## src/rtl/serial_2sc_ctrl.sv

```systemverilog
// rtl/serial_2sc_ctrl.sv - word-level controller for an external bit-serial two's-complement unit
// Feeds the operand LSB first and assembles the Mealy serial result back into a parallel word.
module serial_2sc_ctrl #(
   parameter int WIDTH = 8
) (
   input  logic             clk,
   input  logic             reset,
   input  logic             req,
   input  logic [WIDTH-1:0] din,
   input  logic             abort,
   output logic             ready,
   output logic             ser_start,
   output logic             ser_data,
   input  logic             ser_pout,
   output logic [WIDTH-1:0] dout,
   output logic             done,
   output logic             ovf
);

   localparam int CW = $clog2(WIDTH);
   localparam logic [CW-1:0]    LAST    = CW'(WIDTH - 1);
   localparam logic [WIDTH-1:0] MIN_NEG = {1'b1, {(WIDTH-1){1'b0}}};

   typedef enum logic [1:0] {IDLE, SHIFT, DONE} state_t;

   state_t           state_q, state_d;
   logic [WIDTH-1:0] op_q, op_d;
   logic [WIDTH-1:0] res_q, res_d;
   logic [WIDTH-1:0] dout_q, dout_d;
   logic [CW-1:0]    cnt_q, cnt_d;
   logic             neg_q, neg_d;
   logic             ovf_q, ovf_d;

   always_ff @(posedge clk or posedge reset) begin
      if (reset) begin
         state_q <= IDLE;
         op_q    <= '0;
         res_q   <= '0;
         dout_q  <= '0;
         cnt_q   <= '0;
         neg_q   <= 1'b0;
         ovf_q   <= 1'b0;
      end else begin
         state_q <= state_d;
         op_q    <= op_d;
         res_q   <= res_d;
         dout_q  <= dout_d;
         cnt_q   <= cnt_d;
         neg_q   <= neg_d;
         ovf_q   <= ovf_d;
      end
   end

   always_comb begin
      state_d = state_q;
      op_d    = op_q;
      res_d   = res_q;
      dout_d  = dout_q;
      cnt_d   = cnt_q;
      neg_d   = neg_q;
      ovf_d   = ovf_q;
      case (state_q)
         IDLE: begin
            // req beats a simultaneous abort; abort means nothing here
            if (req) begin
               op_d    = din;
               neg_d   = (din == MIN_NEG);
               res_d   = '0;
               cnt_d   = '0;
               state_d = SHIFT;
            end
         end
         SHIFT: begin
            if (abort) begin
               state_d = IDLE;
            end else begin
               op_d  = op_q >> 1;
               res_d = {ser_pout, res_q[WIDTH-1:1]};
               cnt_d = cnt_q + CW'(1);
               if (cnt_q == LAST) begin
                  dout_d  = {ser_pout, res_q[WIDTH-1:1]};
                  ovf_d   = neg_q;
                  state_d = DONE;
               end
            end
         end
         DONE:    state_d = IDLE;
         default: state_d = IDLE;
      endcase
   end

   assign ready     = (state_q == IDLE);
   assign ser_start = (state_q == SHIFT);
   assign ser_data  = (state_q == SHIFT) & op_q[0];
   assign done      = (state_q == DONE);
   assign dout      = dout_q;
   assign ovf       = ovf_q;

endmodule

```

## config.mk

```make
export PLATFORM = sky130hd
export DESIGN_NAME = serial_2sc_ctrl
export DESIGN_NICKNAME = d
export VERILOG_FILES = /design/src/rtl/serial_2sc_ctrl.sv
export SDC_FILE = /design/constraint.sdc
export NUM_CORES = 1
export LEC_CHECK = 0
export BUFFER_PORTS_ARGS = -buffer_cell sky130_fd_sc_hd__buf_2
export CAP_MARGIN = 20
export CORE_MARGIN = 5
export CORE_UTILIZATION = 40
export CTS_BUF_LIST = sky130_fd_sc_hd__clkbuf_2 sky130_fd_sc_hd__clkbuf_4 sky130_fd_sc_hd__clkbuf_8
export CTS_CLUSTER_SIZE = 12
export DETAILED_ROUTE_END_ITERATION = 12
export PLACE_DENSITY = 0.57
export SLEW_MARGIN = 20
export SYNTH_ARGS = -nofsm -noshare
export SYNTH_HDL_FRONTEND = slang
export SYNTH_SLANG_ARGS = --single-unit
```

## constraint.sdc

```tcl
create_clock -name clk -period 2.3 [get_ports clk]
set_input_delay 0.46 -clock clk [delete_from_list [all_inputs] [get_ports clk]]
set_output_delay 0.46 -clock clk [all_outputs]
set_load 0.005 [all_outputs]
```

==> qor.txt <==
Final RePlAce weighted congestion: 0.735
CP startpoint kind: flop
Die ar.: 4790 sq um
Number of port buffers: 25
Kind of critical path: reg -> out
Final Hold Fails: 0
Initial antenna violation count: 0
Setup violations, final: 0
Power per cell area: 810 nW/um^2
# diodes: 0
Peak supply drop: 0.404 mV
DRT antenna net count: 0
Critical path fanouts, max: 18
Total number of vias: 877
Worst Path Required: 1.84 ns
Gate Count Post-Synth: 107
CTS tree: yes
H-tree Lvls: 2
Synth top area share: 53.6%
Max layer used: met4
Tcrit/Tclk final: 84.7%
Grt total ovfl: 0
Ports: 26
Post-Route WL: 2.53 mm
Buffers inserted by post-CTS timing repair: 0
FP Rows: 21
DRT met1 WL: 1.20 mm
Worst setup EP type: output pin
Max-slew headroom: 58.7%
Clock latency on the worst-skew pair: 0.33 ns
Clock net sink count: 30
First-pass GRT wire length: 4.66 mm
Initial drt markers: 41
EDFF count, synth: 0
Slew Limit Fails: 0
Worst-path clk slew: 0.10 ns
Core area: 3360 sq um
Synth-to-Final Area Change: 15.5%
Syn Nets: 122
Initial Utilization: 41.7%
Inserted Clock Buffers: 5
CTS resizes: 0
Leakage: 0.814 nW
Wirelength per Cell: 13.7 um
Hold-fix buffers at CTS: 0
Clock Path Buffers: 2
HP Class: in -> async
Worst-Margin Slew: 0.619 ns
Status: complete, no violations
Layout Nets: 153
Leading area contributor after synthesis: dfrtp_1
Largest net degree at the start of global routing: 20
Yosys reg bits: 30
Share of cells above drive strength 1: 37.7%
WP data arrival: 1.49 ns
Cell variety after synth: 25
Ys Warns: 0
Register area share after synthesis: 53.6%
Routed wl met2: 1.19 mm
Cell Area, Synth: 1400 sq um
Max cap viols: 0
Vias in the first global route: 983
Synth Flop Type: dfrtp_1
RSZ-0062 raised after global routing: false
TNS Setup: 0 ns
Mapped Avg Cell Area: 13.1 sq um
Met3 wire length: 83 um
Minimum clock period: 1.95 ns
Synth top area cells: dfrtp_1 54%, mux2_4 9.6%, mux2i_1 6.4%
Clk root buf: clkbuf_4
Async S/R FF share, synth: 100%
Total power: 1.31 mW
Via density: 4.77
Clk_skew: 0.00891 ns
GRT Total Usage: 12.3%
Drt drc: 0
Fmax: 514 MHz
Post-DP HPWL: 1.84 mm
DR pass1 iterations: 2
Chip width: 69.2 um
Die H: 69.2 um
==> cells in the mapped netlist, types with 2 or more instances <==
cell,instances
inv_1,12
mux2_2,7
nand2_1,9
mux2i_1,9
ha_1,2
dfrtp_1,30
o21ai_1,2
nor2_1,2
nor2b_1,2
mux2_4,9
nand2b_1,2
buf_6,2
mux2_1,7
==> path summary, 6_finish.rpt <==
path	start	to	slack, ns	cells after the start
max	state_q[1]	ser_data	0.35	4
min	reset	op_q[3]	0.11	2
max reg2reg	cnt_q[0]	dout[5]	0.58	4
min reg2reg	op_q[2]	op_q[2]	0.51	1
max in group asynchronous	reset	op_q[5]	1.57	3
min in group clk	ser_pout	dout[7]	0.38	2
==> placed cells by master, fill, tap and decap left out <==
| cell type | count |
|---|---|
| dfrtp_1 | 30 |
| buf_2 | 25 |
| inv_1 | 12 |
| mux2_4 | 9 |
| nand2_1 | 9 |
| mux2i_1 | 9 |
| mux2_1 | 7 |
| mux2_2 | 7 |
| clkbuf_4 | 5 |
| buf_4 | 3 |
| nor2b_1 | 2 |
| nand2b_1 | 2 |
| nor2_1 | 2 |
| o21ai_1 | 2 |
| ha_1 | 2 |
| clkinv_2 | 2 |
| and3b_1 | 1 |
| a21oi_4 | 1 |
| nor4b_1 | 1 |
| nor4_1 | 1 |
| a21boi_0 | 1 |
| a41o_1 | 1 |
| and2_1 | 1 |
| o21a_1 | 1 |
| or4b_1 | 1 |
| nand3_1 | 1 |
==> critical path, stage by stage, from the launching register on <==
cell and delay, ns:
dfrtp_1 0.46, nor2b_1 0.16, buf_4 0.27, and2_1 0.16, buf_2 0.10
==> registers in the layout, summed over array words and instances (netlist names) <==
| signal | cells |
|---|---|
| cnt_q | 3 |
| dout | 8 |
| neg_q | 1 |
| op_q | 8 |
| ovf | 1 |
| res_q | 7 |
| state_q | 2 |
==> final cells by class <==
cell class	count	area (sq um)
Fill cell	347	1740
Clock inverter	2	10.0
Clock buffer	5	37.5
Tap cell	46	57.6
Timing Repair Buffer	28	148
Sequential cell	30	751
Multi-Input combinational cell	61	571
Inverter	12	45.0
==> per-stage QoR <==
| step | std cells | util (%) | hold slack, ns | setup slack [ns] | cell area (sq um) |
|---|---|---|---|---|---|
| finish | 184 | 48.1 | 0.111 | 0.353 | 1620 |
| global route | 184 | 48.1 | 0.149 | 0.208 | 1620 |
| CTS | 184 | 48.1 | 0.123 | 0.318 | 1620 |
| detailed placement | 177 | 46.7 | 0.483 | 0.553 | 1570 |
| global placement | 177 | 46.7 | 0.486 | 0.602 | 1570 |
| floorplan | 107 | - | 0.472 | 0.801 | 1400 |
==> metal layers <==
metal | track usage [%] | vias to the layer above
li1 | - | 422
met1 | 15.6 | 433
met2 | 18.5 | 15
met3 | 3.77 | 7
met4 | 6.51 | 0
met5 | 0 | -
==> logic make-up after synthesis <==
kind of cell | synth area share (%)
compound gates | 3.66
buf+inv | 5.71
mux | 27.3
fa+ha+maj | 1.79
simple gates | 7.95
flops | 53.6
==> power by group <==
part	switching (mW)	total, mW	internal [mW]
Combinational	0.138	0.316	0.178
Sequential	0.0644	0.704	0.639
Clock	0.181	0.291	0.110
Total	0.383	1.31	0.927
No activity file was read; power rests on OpenSTA's default activity.
